===== config.mk =====
export PLATFORM = sky130hd
export DESIGN_NAME = fetch_stage_flat
export DESIGN_NICKNAME = d
export VERILOG_FILES = /design/src/rtl/fetch_stage_pkg.sv /design/src/rtl/fetch_stage_if.sv /design/src/rtl/fetch_fifo.sv /design/src/rtl/fetch_stage.sv /design/src/flat_wrapper.sv
export SDC_FILE = /design/constraint.sdc
export NUM_CORES = 1
export LEC_CHECK = 0
export CAP_MARGIN = 15
export CORE_MARGIN = 5
export CORE_UTILIZATION = 35
export DETAILED_ROUTE_END_ITERATION = 10
export HOLD_SLACK_MARGIN = 0.06
export PLACE_DENSITY = 0.55
export SLEW_MARGIN = 10
export SYNTH_ARGS = -nofsm -noshare
export SYNTH_HDL_FRONTEND = slang
export SYNTH_SLANG_ARGS = --single-unit

===== constraint.sdc =====
create_clock -name clk -period 12.9 [get_ports clk]
set_input_delay 2.58 -clock clk [delete_from_list [all_inputs] [get_ports clk]]
set_output_delay 2.58 -clock clk [all_outputs]
set_load 0.01 [all_outputs]

===== src/rtl/fetch_stage_pkg.sv =====
// Shared types for the instruction fetch stage: machine words, trap records,
// decode-buffer entries, the fetch state machine encoding and trap causes.
package fetch_stage_pkg;

    typedef logic [31:0] word_t;
    typedef logic [31:0] insn_t;
    typedef logic [3:0]  cause_t;

    // Program counter value after reset and the fetch stride.
    localparam word_t InitialProgramCounter = 32'h0000_1000;
    localparam word_t InsnSize              = 32'd4;

    // Exception causes raised by fetch.
    localparam cause_t CauseInsnAddrMisaligned = 4'd0;
    localparam cause_t CauseInsnAccessFault    = 4'd1;

    typedef enum logic {
        RUN  = 1'b0,
        HALT = 1'b1
    } FetchState;

    typedef struct packed {
        logic   valid;
        cause_t cause;
        word_t  value;
    } TrapInfo;

    typedef struct packed {
        word_t   pc;
        insn_t   insn;
        TrapInfo trap;
    } FetchEntry;

    // Build a valid trap record.
    function automatic TrapInfo make_trap(input cause_t cause, input word_t value);
        TrapInfo t;
        t.valid = 1'b1;
        t.cause = cause;
        t.value = value;
        return t;
    endfunction

endpackage


===== src/rtl/fetch_stage_if.sv =====
// Bundle of the fetch stage's memory, redirect and decode handshakes.
// The master view belongs to the fetch stage, the slave view to its
// surroundings (instruction memory, trap/branch logic and decode).
interface fetch_stage_if;
    import fetch_stage_pkg::*;

    // Instruction memory request / response.
    logic    memReqValid;
    word_t   memReqAddr;
    logic    memReqReady;
    logic    memRespValid;
    insn_t   memRespInsn;
    logic    memRespError;

    // Flush and restart from the trap/branch logic.
    logic    redirectValid;
    word_t   redirectPc;

    // Decode-side entry stream.
    logic    outValid;
    logic    outReady;
    word_t   outPc;
    insn_t   outInsn;
    TrapInfo outTrap;

    modport master (
        output memReqValid, memReqAddr,
        input  memReqReady, memRespValid, memRespInsn, memRespError,
        input  redirectValid, redirectPc,
        output outValid, outPc, outInsn, outTrap,
        input  outReady
    );

    modport slave (
        input  memReqValid, memReqAddr,
        output memReqReady, memRespValid, memRespInsn, memRespError,
        output redirectValid, redirectPc,
        input  outValid, outPc, outInsn, outTrap,
        output outReady
    );

endinterface


===== src/rtl/fetch_fifo.sv =====
// Decode buffer of the fetch stage: synchronous FIFO of FetchEntry with a
// flush input. A push into a full FIFO is accepted when a pop happens in
// the same cycle; clear overrides both push and pop.
module fetch_fifo
    import fetch_stage_pkg::*;
#(
    parameter int Depth = 4
) (
    input  logic                  clk,
    input  logic                  rstN,
    input  logic                  i_clear,
    input  logic                  i_push,
    input  FetchEntry             i_push_data,
    input  logic                  i_pop,
    output FetchEntry             o_head,
    output logic [$clog2(Depth):0] o_count,
    output logic                  o_full,
    output logic                  o_empty
);

    localparam int PtrW = $clog2(Depth);

    FetchEntry              r_mem [Depth];
    logic [PtrW-1:0]        r_wr_ptr;
    logic [PtrW-1:0]        r_rd_ptr;
    logic [PtrW:0]          r_count;
    logic                   w_do_push;
    logic                   w_do_pop;

    assign o_empty   = (r_count == '0);
    assign o_full    = (r_count == (PtrW + 1)'(Depth));
    assign o_count   = r_count;
    assign o_head    = r_mem[r_rd_ptr];
    assign w_do_pop  = i_pop && !o_empty;
    assign w_do_push = i_push && (!o_full || w_do_pop);

    // Entry storage: written on push, never reset.
    // NOTE: storage carries no reset; the count and pointers alone decide which entries are valid, so clearing the array would only cost logic.
    always_ff @(posedge clk) begin
        if (w_do_push && !i_clear) begin
            r_mem[r_wr_ptr] <= i_push_data;
        end
    end

    // Pointer and occupancy bookkeeping; a clear empties the buffer.
    // NOTE: state is updated with non-blocking assignments so every register samples the pre-edge values of its neighbours.
    always_ff @(posedge clk or negedge rstN) begin
        if (!rstN) begin
            r_wr_ptr <= '0;
            r_rd_ptr <= '0;
            r_count  <= '0;
        end else if (i_clear) begin
            r_wr_ptr <= '0;
            r_rd_ptr <= '0;
            r_count  <= '0;
        end else begin
            if (w_do_push) begin
                r_wr_ptr <= r_wr_ptr + 1'b1;
            end
            if (w_do_pop) begin
                r_rd_ptr <= r_rd_ptr + 1'b1;
            end
            r_count <= r_count + (PtrW + 1)'(w_do_push) - (PtrW + 1)'(w_do_pop);
        end
    end

endmodule


===== src/rtl/fetch_stage.sv =====
// Instruction fetch stage: owns the PC, issues in-order word fetches under a
// credit limit, buffers returned instructions (or fetch traps) for decode and
// restarts at a new PC on redirect.
// Optional build macro FETCH_STAGE_PERF_EN adds the perfFetchCount and
// perfDropCount event counters.
module fetch_stage
    import fetch_stage_pkg::*;
#(
    parameter int FifoDepth = 4
) (
    input  logic          clk,
    input  logic          rstN,
    fetch_stage_if.master bus
`ifdef FETCH_STAGE_PERF_EN
    ,
    output logic [31:0]   perfFetchCount,
    output logic [31:0]   perfDropCount
`endif
);

    localparam int CntW = $clog2(FifoDepth) + 1;
    typedef logic [CntW-1:0] cnt_t;

    localparam logic [CntW:0] DepthLimit = (CntW + 1)'(FifoDepth);

    FetchState   r_state;
    FetchState   w_next_state;
    word_t       r_pc;
    word_t       r_resp_pc;
    cnt_t        r_inflight;
    cnt_t        r_drop_count;

    cnt_t        w_fifo_count;
    logic        w_fifo_full;
    logic        w_fifo_empty;
    FetchEntry   w_fifo_head;
    FetchEntry   w_push_entry;

    logic [CntW:0] w_occupancy;
    logic        w_credit;
    logic        w_pc_aligned;
    logic        w_req_valid;
    logic        w_req_fire;
    logic        w_resp_take;
    logic        w_resp_fault;
    logic        w_misalign_trap;
    logic        w_push;
    logic        w_pop;
    cnt_t        w_inflight_next;

    // Fetches in flight plus buffered entries may never exceed the buffer size,
    // so every response is guaranteed a slot.
    assign w_occupancy  = {1'b0, r_inflight} + {1'b0, w_fifo_count};
    assign w_credit     = (w_occupancy < DepthLimit);
    assign w_pc_aligned = (r_pc[1:0] == 2'b00);
    assign w_req_fire   = w_req_valid && bus.memReqReady;

    // Responses are kept only when nothing is pending to be dropped and no
    // redirect overrides them this cycle.
    assign w_resp_take  = bus.memRespValid && (r_drop_count == '0) && !bus.redirectValid;
    assign w_resp_fault = w_resp_take && bus.memRespError;

    assign w_push = w_resp_take || w_misalign_trap;
    assign w_pop  = !w_fifo_empty && bus.outReady && !bus.redirectValid;

    // Net in-flight count after this cycle's acceptance and response.
    assign w_inflight_next = r_inflight + cnt_t'(w_req_fire) - cnt_t'(bus.memRespValid);

    // FSM state register.
    always_ff @(posedge clk or negedge rstN) begin
        if (!rstN) begin
            r_state <= RUN;
        end else begin
            r_state <= w_next_state;
        end
    end

    // FSM next state: a fetch trap halts, only a redirect resumes.
    always_comb begin
        w_next_state = r_state;
        if (bus.redirectValid) begin
            w_next_state = RUN;
        end else if (r_state == RUN && (w_resp_fault || w_misalign_trap)) begin
            w_next_state = HALT;
        end
    end

    // FSM outputs: request issue and the misaligned-PC trap.
    // NOTE: every signal written here gets a default first so no path leaves it unassigned and no latch is inferred.
    always_comb begin
        w_req_valid     = 1'b0;
        w_misalign_trap = 1'b0;
        if (r_state == RUN && !bus.redirectValid) begin
            w_req_valid     = w_pc_aligned && w_credit;
            w_misalign_trap = !w_pc_aligned && (r_inflight == '0) && !w_fifo_full && !w_resp_take;
        end
    end

    // Entry pushed into the decode buffer: a returned word, an access fault
    // or a misaligned-PC trap.
    always_comb begin
        w_push_entry = '0;
        if (w_resp_take) begin
            w_push_entry.pc = r_resp_pc;
            if (bus.memRespError) begin
                w_push_entry.trap = make_trap(CauseInsnAccessFault, r_resp_pc);
            end else begin
                w_push_entry.insn = bus.memRespInsn;
            end
        end else begin
            w_push_entry.pc   = r_pc;
            w_push_entry.trap = make_trap(CauseInsnAddrMisaligned, r_pc);
        end
    end

    // PC, response PC and in-flight / drop bookkeeping.
    always_ff @(posedge clk or negedge rstN) begin
        if (!rstN) begin
            r_pc         <= InitialProgramCounter;
            r_resp_pc    <= InitialProgramCounter;
            r_inflight   <= '0;
            r_drop_count <= '0;
        end else begin
            r_inflight <= w_inflight_next;
            if (bus.redirectValid) begin
                r_pc         <= bus.redirectPc;
                r_resp_pc    <= bus.redirectPc;
                r_drop_count <= w_inflight_next;
            end else begin
                if (w_req_fire) begin
                    r_pc <= r_pc + InsnSize;
                end
                if (w_resp_take) begin
                    r_resp_pc <= r_resp_pc + InsnSize;
                end
                // After a fault every fetch still outstanding is stale.
                if (w_resp_fault) begin
                    r_drop_count <= w_inflight_next;
                end else if (bus.memRespValid && r_drop_count != '0) begin
                    r_drop_count <= r_drop_count - 1'b1;
                end
            end
        end
    end

    fetch_fifo #(
        .Depth       (FifoDepth)
    ) u_fifo (
        .clk         (clk),
        .rstN        (rstN),
        .i_clear     (bus.redirectValid),
        .i_push      (w_push),
        .i_push_data (w_push_entry),
        .i_pop       (w_pop),
        .o_head      (w_fifo_head),
        .o_count     (w_fifo_count),
        .o_full      (w_fifo_full),
        .o_empty     (w_fifo_empty)
    );

    assign bus.memReqValid = w_req_valid;
    assign bus.memReqAddr  = r_pc;
    assign bus.outValid    = !w_fifo_empty;
    assign bus.outPc       = w_fifo_head.pc;
    assign bus.outInsn     = w_fifo_head.insn;
    assign bus.outTrap     = w_fifo_head.trap;

`ifdef FETCH_STAGE_PERF_EN
    logic [31:0] r_perf_fetch;
    logic [31:0] r_perf_drop;
    logic [31:0] w_drop_inc;

    // Discarded responses plus every entry a redirect flushes (a pop in the
    // redirect cycle is discarded, so the whole pre-edge count is flushed).
    assign w_drop_inc = 32'(bus.memRespValid && !w_resp_take)
                      + (bus.redirectValid ? 32'(w_fifo_count) : 32'd0);

    // Event counters; both wrap.
    always_ff @(posedge clk or negedge rstN) begin
        if (!rstN) begin
            r_perf_fetch <= '0;
            r_perf_drop  <= '0;
        end else begin
            if (w_resp_take && !bus.memRespError) begin
                r_perf_fetch <= r_perf_fetch + 32'd1;
            end
            r_perf_drop <= r_perf_drop + w_drop_inc;
        end
    end

    assign perfFetchCount = r_perf_fetch;
    assign perfDropCount  = r_perf_drop;
`endif

endmodule


===== src/flat_wrapper.sv =====
// flat-port wrapper written by rule: the top's interface ports become plain ports
module fetch_stage_flat import fetch_stage_pkg::*;
#(
    parameter int FifoDepth = 4
)
  (clk, rstN, bus_memReqValid, bus_memReqAddr, bus_memReqReady, bus_memRespValid, bus_memRespInsn, bus_memRespError, bus_redirectValid, bus_redirectPc, bus_outValid, bus_outPc, bus_outInsn, bus_outTrap, bus_outReady);
  fetch_stage_if bus_i ();
  input  logic clk;
  input  logic rstN;
  output wire logic [$bits(bus_i.memReqValid)-1:0] bus_memReqValid;
  output wire logic [$bits(bus_i.memReqAddr)-1:0] bus_memReqAddr;
  input wire logic [$bits(bus_i.memReqReady)-1:0] bus_memReqReady;
  input wire logic [$bits(bus_i.memRespValid)-1:0] bus_memRespValid;
  input wire logic [$bits(bus_i.memRespInsn)-1:0] bus_memRespInsn;
  input wire logic [$bits(bus_i.memRespError)-1:0] bus_memRespError;
  input wire logic [$bits(bus_i.redirectValid)-1:0] bus_redirectValid;
  input wire logic [$bits(bus_i.redirectPc)-1:0] bus_redirectPc;
  output wire logic [$bits(bus_i.outValid)-1:0] bus_outValid;
  output wire logic [$bits(bus_i.outPc)-1:0] bus_outPc;
  output wire logic [$bits(bus_i.outInsn)-1:0] bus_outInsn;
  output wire logic [$bits(bus_i.outTrap)-1:0] bus_outTrap;
  input wire logic [$bits(bus_i.outReady)-1:0] bus_outReady;
  assign bus_memReqValid = bus_i.memReqValid;
  assign bus_memReqAddr = bus_i.memReqAddr;
  assign bus_i.memReqReady = bus_memReqReady;
  assign bus_i.memRespValid = bus_memRespValid;
  assign bus_i.memRespInsn = bus_memRespInsn;
  assign bus_i.memRespError = bus_memRespError;
  assign bus_i.redirectValid = bus_redirectValid;
  assign bus_i.redirectPc = bus_redirectPc;
  assign bus_outValid = bus_i.outValid;
  assign bus_outPc = bus_i.outPc;
  assign bus_outInsn = bus_i.outInsn;
  assign bus_outTrap = bus_i.outTrap;
  assign bus_i.outReady = bus_outReady;
  fetch_stage #(.FifoDepth(FifoDepth)) u_core (.clk(clk), .rstN(rstN), .bus(bus_i));
endmodule

==> impl_metrics.yaml, run 1 <==
cts:
  insertion_delay_ns: 0.60
  hold_buffers: 0
  cts_tree: "done"
  cts.sinks: 470
  ctsHtreeMaxLevel: 2
  cts_root_buf: "clkbuf_16"
  cts_resized: 0
  clkTransAtPathRegs_ns: 0.06
  post-cts-setup-buffers: 0
  clockBufferDepth: 3
  cts_buffers: 50
finish:
  fillers: 4890
  fin_area_um2: 23800
  diodes: 0
  drive_above_1_share_pct: 17.3
  finalNonFillerCells: 2137
  fin_nets: 1435
  areaGrowthSynthToFinish_pct: 23.2
power_and_ir_drop:
  leakagePower_nw: 7.89
  cellPowerDensity_nw_per_um2: 179
  p_total_mw: 4.28
  peakVddDrop_mv: 0.0850
place:
  hpwl_um: 30700
  dp_cells: 2043
  port_buffers: 202
  globalplace.congestion: 0.800
  pre_cts_slack_ns: 6.46
  placed_cell_area_um2: 22200
sta:
  fin_skew_ns: 0.0337
  finalCriticalPeriod_ns: 6.43
  fin_crit_sh_pct: 49.9
  slew_viol_final: 0
  finalHoldViolCount: 0
  fin_ws_ns: 6.47
  finalSetupTns_ns: 0
  fmax_mhz: 155
  rsz0062_at_grt: "no"
  slew-limit-headroom_pct: 30.6
  tightestPinTransition_ns: 1.04
  setup_violations: 0
routing:
  firstDrtPassIters: 5
  ant_nets: 0
  dr_total_vias: 10700
  first_iter_violations: 740
  detail_route.wl_per_cell_um: 22.8
  drt_wl_total_um: 48800
  vias_per_cell: 5.02
  drc: 0
setup_path:
  worstRegToRegCells: 7
  rr_endpoint: "u_core.u_fifo.r_mem[0][68]"
  reg2reg_from: "u_core.r_drop_count[0]"
  crit_end: "bus_memReqValid"
  critPathKind: "input pin to output port"
  crit_start: "bus_redirectValid"
  worst_setup_path_end_kind: "output port"
  cp-start-kind: "input pin"
  path_max_fanout: 35
  critPathRequiredTime_ns: 10.32
  cp_data_arrival_time_ns: 3.85
  reg2reg_setup_slack_ns: 9.42
yosys:
  synthFlopType: "edfxtp_1"
  yosysWarnings: 0
  ys_seq_area_share_pct: 70.9
  synth_most_common_cell: "edfxtp_1"
  synthArstFlopShare_pct: 16.6
  ys_top_cells_by_area: "edfxtp_1 (61%), mux4_2 (11%), dfrtp_1 (9.8%), and2_1 (2.4%), mux2_2 (1.8%)"
  synth-edff-count: 392
  synth_area_um2: 19400
  synth_area_leader_cell: "edfxtp_1"
  synth_top_area_share_pct: 60.8
  synthCells: 1131
  yosys-top-cells-count: "edfxtp_1 (392), mux4_2 (98), dfrtp_1 (76)"
  ys_ff_latch: 470
  avgSynthCellArea_um2: 17.1
  synthDistinctLibCells: 51
die:
  dieArea_um2: 60100
  core_area_um2: 55000
  ioPinCount: 206
  die_w_um: 245
  rows: 86
  die_h_um: 245
  start_util_pct: 35.2
global_routing:
  antenna_found_initial: 0
  overflow: 0
  grt_max_degree: 79
  grt_pass1_vias: 11300
  grtUsageTotal_pct: 16.2
  grt_pass1_wl_um: 73900
hold_path:
  hp-class: "flop to flop"
run:
  cap_violations: 0
outcome:
  status: "completed"
## power by group
part / total (mW) / switching [mW] / leakage (nW) / internal, mW
registers: 1.90 / 0.100 / 4.57 / 1.80
clock network: 1.38 / 0.590 / 0.760 / 0.787
logic: 1.00 / 0.467 / 2.56 / 0.535
total: 4.28 / 1.16 / 7.89 / 3.12
## registers in the layout (all words and copies together) (netlist names)
| register | cells |
|---|---|
| u_core.u_fifo.o_count | 3 |
| u_core.r_inflight | 3 |
| u_core.u_fifo.r_rd_ptr | 2 |
| u_core.r_resp_pc | 32 |
| u_core.r_drop_count | 3 |
| u_core.bus.memReqAddr | 32 |
| u_core.u_fifo.r_wr_ptr | 2 |
| u_core.u_fifo.r_mem | 392 |
| u_core.r_state | 1 |
## worst min-delay path by stage
stage	cells past startpoint	startpoint	slack (ns)	end
after floorplan	2	u_core.r_resp_pc[0]	0.50	u_core.r_resp_pc[0]
after global placement	2	u_core.r_resp_pc[1]	0.52	u_core.r_resp_pc[1]
after detailed placement	2	u_core.r_resp_pc[0]	0.52	u_core.r_resp_pc[0]
after CTS	2	u_core.r_resp_pc[0]	0.53	u_core.r_resp_pc[0]
after global routing	2	u_core.r_resp_pc[1]	0.54	u_core.r_resp_pc[1]
final	2	u_core.r_resp_pc[0]	0.53	u_core.r_resp_pc[0]
## critical path, cell delays in order
cell             delay, ns
buf_2                 0.10
buf_4                 0.24
nor3_1                0.22
and3_1                0.18
clkdlybuf4s50_1       0.53
## metal layers
layer / GRT usage, % / wire, um / vias to the layer above
met5: 0 / 0 / -
met2: 26.3 / 23500 / 294
met4: 3.50 / 659 / 0
met3: 3.40 / 2670 / 50
met1: 22.8 / 22000 / 5502
li1: - / - / 4879
## cells by family (layout without fill, tap and decap cells)
| logic type | Yosys count | after routing | synth area share, % |
|---|---|---|---|
| AO/OA/AOI/OAI | 97 | 97 | 3.06 |
| XOR/XNOR | 38 | 38 | 1.72 |
| adder cells (fa/ha/maj) | 16 | 16 | 1.11 |
| buffers and inverters | 86 | 342 | 1.73 |
| multiplexers | 132 | 132 | 13.4 |
| other | 1 | 3 | 0.0194 |
| flip-flops | 470 | 470 | 70.9 |
| AND/OR/NAND/NOR | 291 | 291 | 8.08 |
## layout make-up
| cell class | instances | area (um^2) | area share, % |
|---|---|---|---|
| Multi-Input combinational cell | 577 | 5330 | 22.3 |
| Tap cell | 748 | 936 | 3.92 |
| Inverter | 29 | 109 | 0.456 |
| Clock inverter | 31 | 258 | 1.08 |
| Sequential cell | 470 | 13700 | 57.6 |
| Timing Repair Buffer | 220 | 2170 | 9.10 |
| Clock buffer | 62 | 1320 | 5.52 |
## metrics by stage
stage	utilization (%)	hold slack, ns
final	43.4	0.527
after global routing	43.4	0.544
after CTS	43.3	0.530
after detailed placement	40.5	0.521
after global placement	40.5	0.516
after floorplan	-	0.497
## cell usage in the layout, fill, tap and decap left out, drive strengths merged, types with 5 or more instances in the layout
cell type      Yosys  final
nand4             16     16
clkbuf            39     62
and3              11     11
o311ai            12     12
nand3             38     38
dfrtp             76     76
clkdlybuf4s50      0    200
inv               28     28
xnor2             21     21
ha                14     14
nor3              14     14
buf               18     20
o21ai             49     49
mux4              98     98
a21oi             11     11
and2              74     74
clkinv             1     24
xor2              17     17
a31oi              6      6
edfxtp           392    392
clkinvlp           0      5
mux2              31     31
nand2             68     68
o211ai             9      9
or4                8      8
nor2              32     32
nor4              14     14
Power figures use the tool's default switching activity.
==> run 2, diff against run 1 <==
--- a/config.mk
+++ b/config.mk
@@ -10,7 +10,7 @@
 export CORE_UTILIZATION = 35
 export DETAILED_ROUTE_END_ITERATION = 10
 export HOLD_SLACK_MARGIN = 0.06
-export PLACE_DENSITY = 0.55
+export PLACE_DENSITY = 0.57
 export SLEW_MARGIN = 10
 export SYNTH_ARGS = -nofsm -noshare
 export SYNTH_HDL_FRONTEND = slang
==> constraint.sdc (replaced) <==
create_clock -name clk -period 5.4 [get_ports clk]
set_input_delay 1.08 -clock clk [delete_from_list [all_inputs] [get_ports clk]]
set_output_delay 1.08 -clock clk [all_outputs]
set_load 0.01 [all_outputs]
==> run 2 against run 1 <==
  * Core utilization is 0.057 points higher
  * Highest routed layer unchanged
  * Wire length fell by 0.15%
  * Clock-buffer cell count unchanged
  * First-iteration DRC count rose by 12%
  * Power increased by 140%
  * Global-route usage down 0.16 points
  * Critical path depth fell by 2
  * Cell count unchanged
  * Clock skew fell by 0.0054 ns
  * Sequential power rose by 140%
==> impl_metrics.yaml, run 2 (same netlist as run 1, synthesis figures left out) <==
outcome:
  status: "completed"
die:
  start_util_pct: 35.2
  rows: 86
  core_area_um2: 55000
  die_w_um: 245
  die_h_um: 245
  ioPinCount: 206
  dieArea_um2: 60100
finish:
  regMostFlops: "u_core.u_fifo.r_mem"
  fin_nets: 1435
  areaGrowthSynthToFinish_pct: 23.4
  drive_above_1_share_pct: 17.1
  final_cell_mix: "edfxtp_1 (392), clkdlybuf4s50_1 (200), mux4_2 (98)"
  diodes: 0
  largest_register_ff_count: 392
  final_common_cell: "edfxtp_1"
  fin_area_um2: 23900
routing:
  dr_total_vias: 10900
  drt_wl_total_um: 48700
  vias_per_cell: 5.08
  detail_route.wl_per_cell_um: 22.8
  ant_nets: 0
  first_iter_violations: 830
  firstDrtPassIters: 5
  drc: 0
sta:
  rsz0062_at_grt: "no"
  finalCriticalPeriod_ns: 4.13
  fmax_mhz: 242
  setup_violations: 0
  slew-limit-headroom_pct: 35.8
  tightestPinTransition_ns: 0.963
  finalHoldViolCount: 0
  fin_skew_ns: 0.0283
  fin_crit_sh_pct: 76.5
  slew_viol_final: 0
  finalSetupTns_ns: 0
  fin_ws_ns: 1.27
cts:
  clkTransAtPathRegs_ns: 0.06
  cts_resized: 0
  clockBufferDepth: 3
  ctsHtreeMaxLevel: 2
  cts_buffers: 49
  cts.sinks: 470
  hold_buffers: 0
  cts_root_buf: "clkbuf_16"
  cts_tree: "done"
  insertion_delay_ns: 0.59
  post-cts-setup-buffers: 0
global_routing:
  grtUsageTotal_pct: 16.1
  antenna_found_initial: 0
  overflow: 0
  grt_pass1_vias: 11200
  grt_pass1_wl_um: 73300
  grt_max_degree: 76
power_and_ir_drop:
  p_comb_share_pct: 23.9
  p_total_mw: 10.2
  cellPowerDensity_nw_per_um2: 428
  sequentialPowerShare_pct: 44.3
  p_sw_share_pct: 27.1
  leakagePower_nw: 7.89
  pwr-share-clk_pct: 31.8
  peakVddDrop_mv: 0.235
  power.switching_mw: 2.77
  internal-power_mw: 7.45
setup_path:
  path_cells: "buf_12 -> mux4_2 -> clkdlybuf4s50_1"
  crit_start: "u_core.u_fifo.r_rd_ptr[0]"
  slowest_delay_ns: 0.82
  cp_slowest_cell: "dfrtp_4"
  cp_data_arrival_time_ns: 3.05
  path_max_fanout: 49
  reg2reg_from: "u_core.r_drop_count[0]"
  cp-start-kind: "flop"
  critPathRequiredTime_ns: 4.32
  worst_setup_path_end_kind: "output port"
  critPathKind: "flop to output port"
place:
  hpwl_um: 31300
  port_buffers: 202
  pre_cts_slack_ns: 1.16
  placed_cell_area_um2: 22300
  globalplace.congestion: 0.833
run:
  cap_violations: 0
hold_path:
  hp-class: "input pin to async pin"
run 2: stage by stage:
stage / instances / hold WS, ns / util (%)
finish: 2137 / 0.411 / 43.4
CTS: 2137 / 0.391 / 43.4
floorplan: 1133 / 0.497 / -
detailed placement: 2045 / 0.520 / 40.6
global route: 2137 / 0.403 / 43.4
global placement: 2045 / 0.511 / 40.6
run 2: layout make-up:
cell class              instances  area [um^2]
fillers                      4828        31100
inverters                      29          109
clock inverters                30          251
flip-flops and latches        470        13700
multi-input cells             577         5330
clock buffers                  62         1310
repair buffers                221         2220
well taps                     748          936
run 2: path summary, 6_finish.rpt:
| kind | endpoint | slack [ns] | cells after the start |
|---|---|---|---|
| worst max-delay path | bus_outPc[17] | 1.27 | 3 |
| worst min-delay path | u_core.bus.memReqAddr[4] | 0.41 | 1 |
| worst max register to register | u_core.u_fifo.r_mem[0][58] | 2.18 | 7 |
| worst min register to register | u_core.r_resp_pc[0] | 0.52 | 2 |
| max in group asynchronous | u_core.u_fifo.r_rd_ptr[0] | 3.88 | 2 |
| min in group clk | u_core.r_resp_pc[0] | 0.52 | 2 |
run 2: power groups by stage:
stage / registers [mW] / logic [mW] / clock network [mW]
floorplan: 4.49 / 1.37 / 0
detailed placement: 4.60 / 2.51 / 0
finish: 4.52 / 2.44 / 3.25
CTS: 4.53 / 2.53 / 3.33
global placement: 4.59 / 2.50 / 0
global route: 4.56 / 2.64 / 3.51
run 2: worst max-delay path, delay by kind of cell, from the launching register on:
family | cells | cell delay, ns
buf+inv | 2 | 0.93
mux | 1 | 0.61
flops | 1 | 0.82
run 2: per-layer routing:
| metal | vias to the layer above | GRT usage [%] | share of wire [%] |
|---|---|---|---|
| li1 | 4878 | - | - |
| met1 | 5591 | 22.5 | 44 |
| met2 | 334 | 26.3 | 49 |
| met3 | 62 | 3.10 | 5.8 |
| met4 | 0 | 3.51 | 1.7 |
| met5 | - | 0 | 0 |
